--- src/rtl/serial_cmp_pkg.sv ---
// Shared types for the bit-serial comparator: FSM states and decision encoding.
// Latency: n/a (types and a pure helper function only).
// Backpressure: n/a.
package serial_cmp_pkg;

  typedef enum logic [1:0] {
    ST_IDLE = 2'd0,
    ST_RUN  = 2'd1,
    ST_DONE = 2'd2
  } state_e;

  typedef enum logic [1:0] {
    DEC_EQ = 2'd0,
    DEC_GT = 2'd1,
    DEC_LT = 2'd2
  } dec_e;

  // The first differing MSB-first bit pair settles the magnitude; later bits never change it.
  function automatic dec_e dec_step(input dec_e cur, input logic a, input logic b);
    dec_e nxt;
    nxt = cur;
    if ((cur == DEC_EQ) && (a != b)) begin
      nxt = a ? DEC_GT : DEC_LT;
    end
    return nxt;
  endfunction

endpackage

--- src/rtl/cmp_shift_reg.sv ---
// WIDTH-bit serial-in/parallel-out shift register, shifts left with new bit in the LSB.
// Latency: bit presented with en=1 appears in word_q the following cycle.
// Backpressure: none; en low simply holds the contents, clr has priority over en.
module cmp_shift_reg #(
  parameter int WIDTH = 8
) (
  input  logic             clk,
  input  logic             rst,
  input  logic             clr,
  input  logic             en,
  input  logic             din,
  output logic [WIDTH-1:0] word_q
);

  logic [WIDTH-1:0] word_d;

  // Next contents: clear, shift in a new LSB, or hold.
  always_comb begin
    word_d = word_q;
    if (clr) begin
      word_d = '0;
    end else if (en) begin
      word_d = {word_q[WIDTH-2:0], din};
    end
  end

  // Register with synchronous reset.
  always_ff @(posedge clk) begin
    if (rst) begin
      word_q <= '0;
    end else begin
      word_q <= word_d;
    end
  end

endmodule

--- src/rtl/serial_comparator.sv ---
// Bit-serial unsigned comparator: MSB-first pairs in, registered EQ/GT/LT flags and words out.
// Latency: done pulses one cycle after the WIDTH-th valid pair; start-to-done is WIDTH+2 cycles minimum.
// Backpressure: bit_valid low stalls RUN indefinitely; abort returns to IDLE leaving results untouched.
module serial_comparator
  import serial_cmp_pkg::*;
#(
  parameter int WIDTH = 8
) (
  input  logic             clk,
  input  logic             rst,
  input  logic             start,
  input  logic             abort,
  input  logic             bit_valid,
  input  logic             a_bit,
  input  logic             b_bit,
  output logic             busy,
  output logic             done,
  output logic             is_equal,
  output logic             a_gt_b,
  output logic             a_lt_b,
  output logic [WIDTH-1:0] a_word,
  output logic [WIDTH-1:0] b_word
);

  localparam int CW = $clog2(WIDTH + 1);
  localparam logic [CW-1:0] LAST_IDX = CW'(WIDTH - 1);

  state_e           state_q, state_d;
  logic [CW-1:0]    cnt_q, cnt_d;
  dec_e             dec_q, dec_d;
  logic             busy_q, busy_d;
  logic             done_q, done_d;
  logic             eq_q, eq_d;
  logic             gt_q, gt_d;
  logic             lt_q, lt_d;
  logic [WIDTH-1:0] a_word_q, a_word_d;
  logic [WIDTH-1:0] b_word_q, b_word_d;

  logic             sh_clr;
  logic             sh_en;
  logic [WIDTH-1:0] a_sh_q;
  logic [WIDTH-1:0] b_sh_q;

  // A bit pair is consumed only in RUN, and abort in the same cycle discards it.
  assign sh_clr = (state_q == ST_IDLE) && start;
  assign sh_en  = (state_q == ST_RUN) && bit_valid && !abort;

  cmp_shift_reg #(.WIDTH(WIDTH)) u_a_sh (
    .clk    (clk),
    .rst    (rst),
    .clr    (sh_clr),
    .en     (sh_en),
    .din    (a_bit),
    .word_q (a_sh_q)
  );

  cmp_shift_reg #(.WIDTH(WIDTH)) u_b_sh (
    .clk    (clk),
    .rst    (rst),
    .clr    (sh_clr),
    .en     (sh_en),
    .din    (b_bit),
    .word_q (b_sh_q)
  );

  // FSM next state, bit counter, decision register and result capture.
  always_comb begin
    state_d  = state_q;
    cnt_d    = cnt_q;
    dec_d    = dec_q;
    eq_d     = eq_q;
    gt_d     = gt_q;
    lt_d     = lt_q;
    a_word_d = a_word_q;
    b_word_d = b_word_q;
    unique case (state_q)
      ST_IDLE: begin
        if (start) begin
          state_d = ST_RUN;
          cnt_d   = '0;
          dec_d   = DEC_EQ;
        end
      end
      ST_RUN: begin
        if (abort) begin
          state_d = ST_IDLE;
        end else if (bit_valid) begin
          cnt_d = cnt_q + 1'b1;
          dec_d = dec_step(dec_q, a_bit, b_bit);
          // Results are captured on the final pair so they are already registered in DONE.
          if (cnt_q == LAST_IDX) begin
            state_d  = ST_DONE;
            eq_d     = (dec_d == DEC_EQ);
            gt_d     = (dec_d == DEC_GT);
            lt_d     = (dec_d == DEC_LT);
            a_word_d = {a_sh_q[WIDTH-2:0], a_bit};
            b_word_d = {b_sh_q[WIDTH-2:0], b_bit};
          end
        end
      end
      ST_DONE: begin
        state_d = ST_IDLE;
      end
      default: begin
        state_d = ST_IDLE;
      end
    endcase
    busy_d = (state_d == ST_RUN);
    done_d = (state_d == ST_DONE);
  end

  // State and output registers with synchronous reset.
  always_ff @(posedge clk) begin
    if (rst) begin
      state_q  <= ST_IDLE;
      cnt_q    <= '0;
      dec_q    <= DEC_EQ;
      busy_q   <= 1'b0;
      done_q   <= 1'b0;
      eq_q     <= 1'b0;
      gt_q     <= 1'b0;
      lt_q     <= 1'b0;
      a_word_q <= '0;
      b_word_q <= '0;
    end else begin
      state_q  <= state_d;
      cnt_q    <= cnt_d;
      dec_q    <= dec_d;
      busy_q   <= busy_d;
      done_q   <= done_d;
      eq_q     <= eq_d;
      gt_q     <= gt_d;
      lt_q     <= lt_d;
      a_word_q <= a_word_d;
      b_word_q <= b_word_d;
    end
  end

  assign busy     = busy_q;
  assign done     = done_q;
  assign is_equal = eq_q;
  assign a_gt_b   = gt_q;
  assign a_lt_b   = lt_q;
  assign a_word   = a_word_q;
  assign b_word   = b_word_q;

endmodule

--- config.mk ---
export PLATFORM = sky130hd
export DESIGN_NAME = serial_comparator
export DESIGN_NICKNAME = d
export VERILOG_FILES = /design/src/rtl/serial_cmp_pkg.sv /design/src/rtl/cmp_shift_reg.sv /design/src/rtl/serial_comparator.sv
export SDC_FILE = /design/constraint.sdc
export NUM_CORES = 1
export LEC_CHECK = 0
export CAP_MARGIN = 5
export CORE_MARGIN = 5
export CORE_UTILIZATION = 56
export CTS_CLUSTER_SIZE = 8
export DETAILED_ROUTE_END_ITERATION = 10
export PLACE_DENSITY = 0.93
export SYNTH_ARGS = -nofsm -noshare
export SYNTH_HDL_FRONTEND = slang
export SYNTH_SLANG_ARGS = --single-unit
--- constraint.sdc ---
create_clock -name clk -period 3.93 [get_ports clk]
set_clock_uncertainty 0.15 [all_clocks]
set_input_delay 0.786 -clock clk [delete_from_list [all_inputs] [get_ports clk]]
set_output_delay 0.786 -clock clk [all_outputs]
set_load 0.02 [all_outputs]
* Word level (Yosys, flattened, before mapping) *
Cells that the tools add are included.

word-level totals
  flip-flop bits (word level) = 43
  input port bits = 7
  output and inout port bits = 21
  word-level logic and storage cells = 54

cells by class
  add/subtract/negate cells = 1
  equality and inequality tests = 10
  mux-type cells = 18
  bitwise logic cells = 1
  reductions and logical operators = 12

operators by type and width
  operator               number
  $mux W2                12
  $mux W4                3
  $pmux W2 S2            2
  $pmux W4 S2            1
  $reduce_and A4 Y1      2
  $eq A2 B1 Y1 const B   3
  $logic_not A2 Y1       3
  $ne A2 B2 Y1 const B   3
  $add A4 B1 Y4 const B  1
  $eq A2 B2 Y1 const B   2
  $eq A4 B3 Y1 const B   1
  $logic_and A1 B1 Y1    4
  $reduce_bool A2 Y1     1
  $reduce_or A2 Y1       1
  $logic_not A1 Y1       1
  $ne A1 B1 Y1           1
  $not A1 Y1             1

* Depth between registers and ports, before layout *
  depth after elaboration = 9
  depth in mapped cells = 6
  gate-level depth less buffers = 4

* Modules after synthesis *
A second synthesis with hierarchy kept.

unflattened totals
  cells, all modules = 193
  area, all modules = 1,759.2 um2

by module, submodules not included
  module             instances  cells an instance  area each (um2)  seq. area each (um2)
  serial_comparator  1          139                1,168.6          580.6
  cmp_shift_reg      2          27                 295.3            160.2

* Least setup slack after synthesis *
No wires, ideal clock.

  kind = input -> register
  start = input port start
  end = register cnt_q[3]
  setup time = 122 ps
  data arrival time = 1,517 ps
  required time = 3,658 ps
  slack = 2,142 ps
  stages = 5
  path buffers = 2
  cell sequence = or3b_4 nand2b_2 buf_6 buf_8 a21oi_1

on the way
  word-level cells in the longest chain between the ends = 2

ends and longest elaborated chain
  element                             line                      RTL
  start, declared                     serial_comparator.sv:11   input logic start,
  $ne A2 B2 Y1 (no source line)       -
  $reduce_and A4 Y1 (no source line)  -
  end signal, assigned                serial_comparator.sv:127  cnt_q <= cnt_d;
  end, declared                       serial_comparator.sv:29   logic [CW-1:0] cnt_q, cnt_d;

Every way passes these cells.
A chain may end at the register's enable or synchronous reset.

* Final worst setup path *
  start = input port abort
  end = register cnt_q[3]

on the way
  word-level cells in the longest chain between the ends = 2

ends and longest elaborated chain
  element                             line                     RTL
  start, declared                     serial_comparator.sv:12  input logic abort,
  $ne A2 B2 Y1 (no source line)       -
  $reduce_and A4 Y1 (no source line)  -

Every way passes these cells.

==> load_flow_metrics.sql <==
INSERT INTO impl_metrics (metric_group, metric, value, unit) VALUES
('critical_path', 'setup.worst_path.class', 'in -> reg', ''),
('critical_path', 'ff2ff_path_depth', '4', ''),
('hold_path', 'worst_hold_startpoint', 'u_b_sh.word_q[6]', ''),
('critical_path', 'reg_to_reg_end', 'a_lt_b', ''),
('critical_path', 'worst_setup_path_start_kind', 'primary input', ''),
('clock_tree', 'clkLatencyLatePin', '0.35', 'ns'),
('sta', 'timing_max_transition_violations_final', '0', ''),
('floorplan', 'ioPinCount', '28', ''),
('final_layout', 'area_growth_syn_to_layout', '15.1', '%'),
('sta', 'max_clock_freq', '428', 'MHz'),
('placed_design', 'post-dp-hpwl', '2400', 'microns'),
('floorplan', 'die_area', '4300', 'sq um'),
('logic_synthesis', 'instance_count_of_the_mapped_netlist', '198', ''),
('global_routing', 'first_global_vias', '1322', ''),
('detailed_routing', 'final_antenna_net_count', '0', ''),
('detailed_routing', 'drt_iter0_markers', '224', ''),
('detailed_routing', 'drc_violation_count_after_routing', '0', ''),
('outcome', 'run_status', 'complete, no violations', ''),
('final_layout', 'antenna_cells_inserted', '0', ''),
('final_layout', 'area_of_combinational_cells_with_multiple_inputs', '719', 'sq um'),
('pwr', 'p_per_area', '350', 'nW/um^2'),
('clock_tree', 'cts_resized', '0', ''),
('clock_tree', 'tritoncts', 'done', ''),
('logic_synthesis', 'synthesis.area', '1730', 'sq um'),
('final_layout', 'fillers', '243', ''),
('placed_design', 'postPlaceCellArea', '1930', 'sq um'),
('critical_path', 'worstPathRequired', '4.06', 'ns'),
('clock_tree', 'cts-hold-fix-buffers', '0', ''),
('hold_path', 'hold-path-cell-count', '2', ''),
('final_layout', 'register_area', '861', 'sq um'),
('clock_tree', 'cts.repair_timing.setup_buffer_count', '0', ''),
('logic_synthesis', 'synth_ff_type', 'dfxtp_1', ''),
('floorplan', 'start_util', '57.5', '%'),
('sta', 'setup_total_negative_slack', '0', 'ns'),
('logic_synthesis', 'synth_largest_type_area_fraction', '49.8', '%'),
('clock_tree', 'numCtsBuffers', '5', ''),
('sta', 'max_slew.worst_pin.slew', '0.676', 'ns'),
('detailed_routing', 'route.final.wire_length', '3560', 'microns'),
('pwr', 'p_leak', '0.616', 'nW'),
('clock_tree', 'path_clk_slew', '0.12', 'ns'),
('logic_synthesis', 'yosys-top-cells-area', 'dfxtp_1, a21oi_1, nand2_1', ''),
('sta', 'period_share', '59.4', '%'),
('detailed_routing', 'via_count', '1452', ''),
('global_routing', 'grt_first_pass_wirelength', '6250', 'microns'),
('sta', 'setup-violations-final', '0', ''),
('critical_path', 'cp-end-kind', 'register', ''),
('sta', 'min_period', '2.34', 'ns'),
('floorplan', 'die_width', '65.5', 'microns'),
('floorplan', 'placement_rows', '20', ''),
('final_layout', 'final_cell_area', '1990', 'sq um'),
('placed_design', 'port-buffer-count', '27', ''),
('sta', 'post-route-worst-setup-slack', '1.59', 'ns'),
('global_routing', 'remaining_overflow_grt', '0', ''),
('final_layout', 'final-instance-count-excl-fill', '252', ''),
('logic_synthesis', 'synth-seq-area-share', '49.8', '%'),
('clock_tree', 'htree_levels', '2', ''),
('clock_tree', 'clock-root-buffer', 'clkbuf_4', ''),
('hold_path', 'hold_path_end', 'u_b_sh.word_q[6]', ''),
('sta', 'finalHoldViolCount', '0', ''),
('logic_synthesis', 'synthArstFlopShare', '0', '%'),
('detailed_routing', 'post_drt_via_cell_ratio', '5.76', ''),
('detailed_routing', 'post_drt_wl_per_cell', '14.1', 'microns'),
('logic_synthesis', 'syn-num-nets', '206', ''),
('flow_run', 'max_cap_viol_count', '0', ''),
('global_routing', 'track_usage', '19.0', '%'),
('logic_synthesis', 'synth_area_leader_cell', 'dfxtp_1', ''),
('detailed_routing', 'detail_route.first_pass.iterations', '4', ''),
('global_routing', 'grt_max_degree', '29', ''),
('placed_design', 'gp_congestion', '0.777', ''),
('floorplan', 'design.core.area', '3000', 'sq um'),
('pwr', 'vdd.ir_drop.worst', '0.000157', 'V');
## per-layer routing
layer | share of wire [%] | global-route usage, % | up-vias
met2 | 48 | 30.2 | 47
met3 | 5.4 | 4.10 | 9
li1 | - | - | 733
met5 | 0 | 0 | -
met1 | 44 | 23.6 | 663
met4 | 2.6 | 10.6 | 0
## cell families after synthesis
| group | share of synthesized area (%) |
|---|---|
| xor gates and xnor gates | 0.507 |
| DFF | 49.8 |
| AOI/OAI and AO/OA | 19.6 |
| buffers and inverters | 8.54 |
| and+or+nand+nor | 20.8 |
| adders and majority gates | 0.724 |
## cells in the mapped netlist (all sizes together) (2+ instances only)
master   instances
dfxtp           43
a21oi           38
nand2           32
o21ai           23
nand3           18
buf             13
clkbuf           4
inv              3
or3              3
nor2             2
nor2b            2
nor3             2
o2111ai          2
or3b             2
## area by class of cell
type,count,share of cell area (%)
sequential,43,43.3
multi-input combinational,135,36.2
timing repair buffer,31,15.1
clock buffer,6,2.58
tap,33,2.08
inverter,3,0.566
clock inverter,1,0.252
## stage by stage
step                      util (%)  hold slack, ns  power (mW)
after global routing          66.3           0.334       0.727
final                         66.3           0.319       0.696
after global placement        64.4           0.294       0.488
after CTS                     66.3           0.320       0.700
after detailed placement      64.4           0.303       0.489
after floorplan                  -           0.283       0.480
## power by group
group	switching, mW	total (mW)	internal [mW]	leakage, nW
logic	0.0249	0.0395	0.0147	0.235
registers	0.00170	0.440	0.438	0.347
clock network	0.133	0.216	0.0830	0.0341
## how the worst max path moves through the flow
stage | start | endpoint
floorplan | start | cnt_q[3]
finish | abort | cnt_q[3]
detailed placement | abort | cnt_q[2]
global route | abort | cnt_q[2]
global placement | abort | cnt_q[3]
CTS | abort | cnt_q[3]
## placed cells by master (no fill, tap or decap), types with 2 or more instances in the layout
cell type	n
a21oi_1	38
buf_4	4
clkbuf_4	5
clkdlybuf4s50_1	27
dfxtp_1	43
inv_1	3
nand2_1	32
nand3_1	18
nor2_1	2
nor2b_1	2
nor3_1	2
o2111ai_1	2
o21ai_0	4
o21ai_1	17
o21ai_2	2
or3_1	3
or3b_4	2
## sequential cells by signal, summed over array words and instances, names as in the netlist, 2 cells and up
signal         count
state_q            2
u_a_sh.word_q      7
cnt_q              4
dec_q              2
u_b_sh.word_q      7
b_word             8
a_word             8
## critical path, cell delays in order
cell,delay (ns)
clkdlybuf4s50_1,0.47
nand4bb_1,0.56
or3_1,0.52
a21oi_1,0.13
Power figures use the tool's default switching activity.
==> variant 1, RTL diff (same settings) <==
`WIDTH` is set to 8 in 2 places; all go to 32.
--- a/src/rtl/cmp_shift_reg.sv
+++ b/src/rtl/cmp_shift_reg.sv
@@ -3,5 +3,5 @@
 // Backpressure: none; en low simply holds the contents, clr has priority over en.
 module cmp_shift_reg #(
-  parameter int WIDTH = 8
+  parameter int WIDTH = 32
 ) (
   input  logic             clk,
--- a/src/rtl/serial_comparator.sv
+++ b/src/rtl/serial_comparator.sv
@@ -5,5 +5,5 @@
   import serial_cmp_pkg::*;
 #(
-  parameter int WIDTH = 8
+  parameter int WIDTH = 32
 ) (
   input  logic             clk,
Ports: changed (resized a_word and b_word); port bits go from 28 to 76. The function was not compared with the original's and may differ.
==> variant 1 against the unedited design <==
  * Non-clock buffer count increased by 51
  * Sequential cell count increased by 98
  * Total power increased to 4.8 times the old value
  * Routed wire length increased to 3.4 times the old value
  * Area after synthesis increased to 3.3 times the old value
  * Worst hold slack got worse by 0.0095 ns
  * Sequential share of layout area decreased by 3.9 points
  * Fmax decreased by 6.2%
  * Design area increased to 3.6 times the old value
  * Setup slack got worse by 0.15 ns
==> variant 1: results (changes against the unedited design) <==
synth:
  synth_flop_cell: "dfxtp_1"  # unchanged
  yosys-top-cells-count: "dfxtp_1, nand2b_1, nand2_1"  # was dfxtp_1, a21oi_1, nand2_1
  ys_seq_area_share_pct: 49.3  # was 49.8%
  yosysUniqueCellTypes: 31  # unchanged
  synth_mux_area_share_pct: 11.9  # was 0%
  avgSynthCellArea_um2: 9.13  # was 8.73 µm²
  ys_warn_count: 0  # unchanged
  synthesis.nets: 635  # was 206
  synthXorXnorAreaFrac_pct: 0  # was 0.507%
  synthAdderAreaFrac_pct: 0.219  # was 0.724%
  synth-compound-area-share_pct: 7.83  # was 19.6%
  synth_area_leaders: "dfxtp_1, nand2b_1, mux2i_1"  # was dfxtp_1, a21oi_1, nand2_1
  async_flop_share_pct: 0  # unchanged
clocking:
  cts_buffers: 17  # was 5
  cts_max_path_buffers: 2  # unchanged
  clk_pin_slew_ns: 0.06  # was 0.12 ns
  htree_levels: 4  # was 2
  clock-root-buffer: "clkbuf_8"  # was clkbuf_4
  clk_latency_ns: 0.53  # was 0.35 ns
  cts-resized-gates: 0  # unchanged
setup_path:
  r2r_cells: 5  # was 4
  critPathLaunch: "start"  # was abort
  slowest_stage: "nand2b_2"  # was nand4bb_1
  cp_max_fo: 32  # was 15
  arrival_ns: 2.75  # was 2.47 ns
  r2r-start: "cnt_q[0]"  # unchanged
  max_stage_delay_ns: 0.54  # was 0.56 ns
grt:
  grt_pass1_wl_um: 20700  # was 6250 µm
  grt_max_degree: 95  # was 29
  use_met3_pct: 5.73  # was 4.10%
  grtUsageMet2_pct: 35.3  # was 30.2%
  antenna_found_initial: 0  # unchanged
  grt_pass1_vias: 4303  # was 1322
  grtUsageTotal_pct: 20.3  # was 19.0%
  use_met1_pct: 24.3  # was 23.6%
placement:
  place_hpwl_um: 7520  # was 2400 µm
  place_inst: 799  # was 245
  routabilityCongestion: 0.765  # was 0.777
  place_area_um2: 6480  # was 1930 µm²
  numPortBuffers: 75  # was 27
  dp_slack_ns: 0.936  # was 1.23 ns
route:
  viasPerCell: 5.21  # was 5.76
  drt_iter0_drc: 325  # was 224
  wire_per_inst_um: 14.6  # was 14.1 µm
  drtPass1Iterations: 6  # was 4
finish:
  final_cells: 831  # was 252
  antennaDiodeCount: 0  # unchanged
  drive_gt1_share_pct: 6.91  # was 8.22%
  nets: 690  # was 227
sta:
  worst_slew_pin_slew_ns: 0.889  # was 0.676 ns
pwr:
  power_leakage_nw: 2.24  # was 0.616 nW
  ir_drop_mv: 0.259  # was 0.157 mV
outcome:
  status: "completed"  # unchanged
hold_path:
  hp-class: "flip-flop to flip-flop"  # unchanged
  hp-start: "u_b_sh.word_q[30]"  # was u_b_sh.word_q[6]
[variant 1: changes by cell type in the layout (fill, tap and decap cells not counted), sizes merged, moves of 14 or more]
cell | unedited run | this run
clkdlybuf4s50 | 27 | 74
nand3 | 18 | 4
nand2 | 32 | 127
clkbuf | 6 | 23
nand2b | 1 | 136
o21ai | 23 | 2
a21oi | 38 | 65
mux2i | 0 | 67
dfxtp | 43 | 141
[variant 1: path summary, 6_finish.rpt]
check                 endpoint  slack (ns)
max           u_a_sh.word_q[9]        1.44
min          u_b_sh.word_q[30]        0.31
max reg2reg         b_word[19]        1.79
min reg2reg  u_b_sh.word_q[30]        0.31
[variant 1: layout make-up]
| cell class | count | area [µm²] |
|---|---|---|
| Timing Repair Buffer | 82 | 826 |
| Inverter | 4 | 15.0 |
| Multi-Input combinational cell | 436 | 2650 |
| Sequential cell | 141 | 2820 |
| Fill cell | 698 | 2980 |
| Clock inverter | 9 | 204 |
| Tap cell | 136 | 170 |
| Clock buffer | 23 | 477 |
[variant 1: where the power goes]
| group | leakage (nW) | switching [mW] | internal (mW) |
|---|---|---|---|
| sequential | 1.14 | 0.00279 | 1.43 |
| combinational | 0.778 | 0.0565 | 0.0380 |
| clock | 0.325 | 0.595 | 1.23 |
[variant 1: metal layers]
layer | vias to the layer above | routed length [µm] | share of wire, %
met2 | 119 | 6260 | 52
met3 | 15 | 536 | 4.4
met4 | 0 | 144 | 1.2
li1 | 2166 | - | -
met5 | - | 0 | 0
met1 | 2030 | 5160 | 43
[variant 1: logic make-up after synthesis]
kind of cell / count (synthesis)
compound gates: 80
simple gates: 287
mux: 68
fa+ha+maj: 1
buf+inv: 50
flops: 141
[variant 1: worst max-delay path, delay by kind of cell]
family          cells  cell delay [ns]
simple gates        2             1.03
buf+inv             2             0.85
compound gates      1             0.07
==> variant 2, RTL diff (config.mk and constraints unchanged) <==
Without the edit above. Take the reset off `a_word_q` and `b_word_q` and load them in a clocked block of their own.
--- a/src/rtl/serial_comparator.sv
+++ b/src/rtl/serial_comparator.sv
@@ -121,6 +121,4 @@
       gt_q     <= 1'b0;
       lt_q     <= 1'b0;
-      a_word_q <= '0;
-      b_word_q <= '0;
     end else begin
       state_q  <= state_d;
@@ -132,7 +130,10 @@
       gt_q     <= gt_d;
       lt_q     <= lt_d;
-      a_word_q <= a_word_d;
-      b_word_q <= b_word_d;
     end
+  end
+
+  always_ff @(posedge clk) begin
+    a_word_q <= a_word_d;
+    b_word_q <= b_word_d;
   end
 
Formal check against the unedited RTL: differs if rst is asserted again (counterexample within 10 cycles, from zero or initial values and one cycle with rst high); with rst held inactive, the same outputs for 10 cycles.
==> variant 2 against the unedited design <==
  * Sequential cell count is the same
  * Area after synthesis shrank 11%
  * Design area shrank 7.2%
  * Count of clock-buffer cells in the layout increased by 2
  * Setup slack improved by 0.014 ns
  * Routed wire length shrank 31%
  * Largest cell class unchanged
  * Via count is 31% lower
  * Total power fell by 1.3%
  * Synthesized cell count is 31% lower
  * Non-clock buffer count down 3
==> variant 2: results (changes against the unedited design) <==
route:
  wl_um: 2440  # was 3560 µm
  drt_iter0_drc: 17  # was 224
  viasPerCell: 5.12  # was 5.76
synth:
  yosys-top-cells-count: "nand2_1, dfxtp_1, a21oi_1"  # was dfxtp_1, a21oi_1, nand2_1
  synthCells: 137  # was 198
  yosysUniqueCellTypes: 28  # was 31
  synth_edf_count: 16  # was 0
  ys_seq_area_share_pct: 66.6  # was 49.8%
  synth_area_leaders: "dfxtp_1, edfxtp_1, nand2_1"  # was dfxtp_1, a21oi_1, nand2_1
pwr:
  p_seq_share_pct: 67.4  # was 63.2%
  ir_drop_mv: 0.345  # was 0.157 mV
  power_leakage_nw: 0.616  # about the same
  p_int_uw: 545  # was 536 µW
placement:
  place_area_um2: 1800  # was 1930 µm²
  place_inst: 188  # was 245
  dp_slack_ns: 1.24  # was 1.23 ns
  routabilityCongestion: 0.854  # was 0.777
setup_path:
  cp_max_fo: 16  # was 15
  arrival_ns: 2.45  # was 2.47 ns
grt:
  grt_pass1_wl_um: 4350  # was 6250 µm
  grtUsageTotal_pct: 14.0  # was 19.0%
finish:
  fillCellCount: 213  # was 243
  drive_gt1_share_pct: 6.06  # was 8.22%
  nets: 172  # was 227
outcome:
  status: "completed"  # unchanged
variant 2: cell types whose count changed in the layout (fill, tap and decap cells not counted), moves of 4 or more:
| cell | before | now |
|---|---|---|
| a21oi_1 | 38 | 19 |
| nand3_1 | 18 | 0 |
| dfxtp_1 | 43 | 27 |
| edfxtp_1 | 0 | 16 |
| o21ai_1 | 17 | 2 |
| nor2_1 | 2 | 11 |
| nand2_1 | 32 | 28 |
| o21ai_0 | 4 | 0 |
variant 2: cells by family (layout without fill, tap and decap cells):
family | count (synthesis) | count (layout) | synth area share [%]
simple gates | 55 | 55 | 17.5
flops | 43 | 43 | 66.6
compound gates | 24 | 24 | 8.57
buf+inv | 10 | 38 | 4.08
xor+xnor | 2 | 2 | 1.14
mux | 2 | 2 | 1.31
fa+ha+maj | 1 | 1 | 0.816
variant 2: metal layers:
metal	part of all wire (%)	up-vias	global-route usage [%]
met5	0	-	0
met4	1.9	0	6.63
met3	7.1	6	5.95
met2	48	31	23.6
met1	43	446	15.0
li1	-	520	-
variant 2: final cells by class:
type / count / area (µm²) / share of cell area, %
flip-flops and latches: 43 / 1020 / 55.3
multi-input cells: 84 / 452 / 24.5
repair buffers: 28 / 278 / 15.1
clock buffers: 8 / 48.8 / 2.64
well taps: 31 / 38.8 / 2.10
inverters: 2 / 7.51 / 0.407
variant 2: path summary, 6_finish.rpt:
path,from,endpoint,slack [ns],cells after the start
worst min register to register,u_b_sh.word_q[6],b_word[7],0.30,0
worst min-delay path,u_b_sh.word_q[6],b_word[7],0.30,0
worst max-delay path,bit_valid,dec_q[1],1.61,4
worst max register to register,state_q[1],dec_q[1],2.13,3
variant 2: critical path: stages:
cell and delay, ns:
clkdlybuf4s50_1 0.50, nand4bb_1 0.53, o32a_1 0.55, nor2_1 0.08
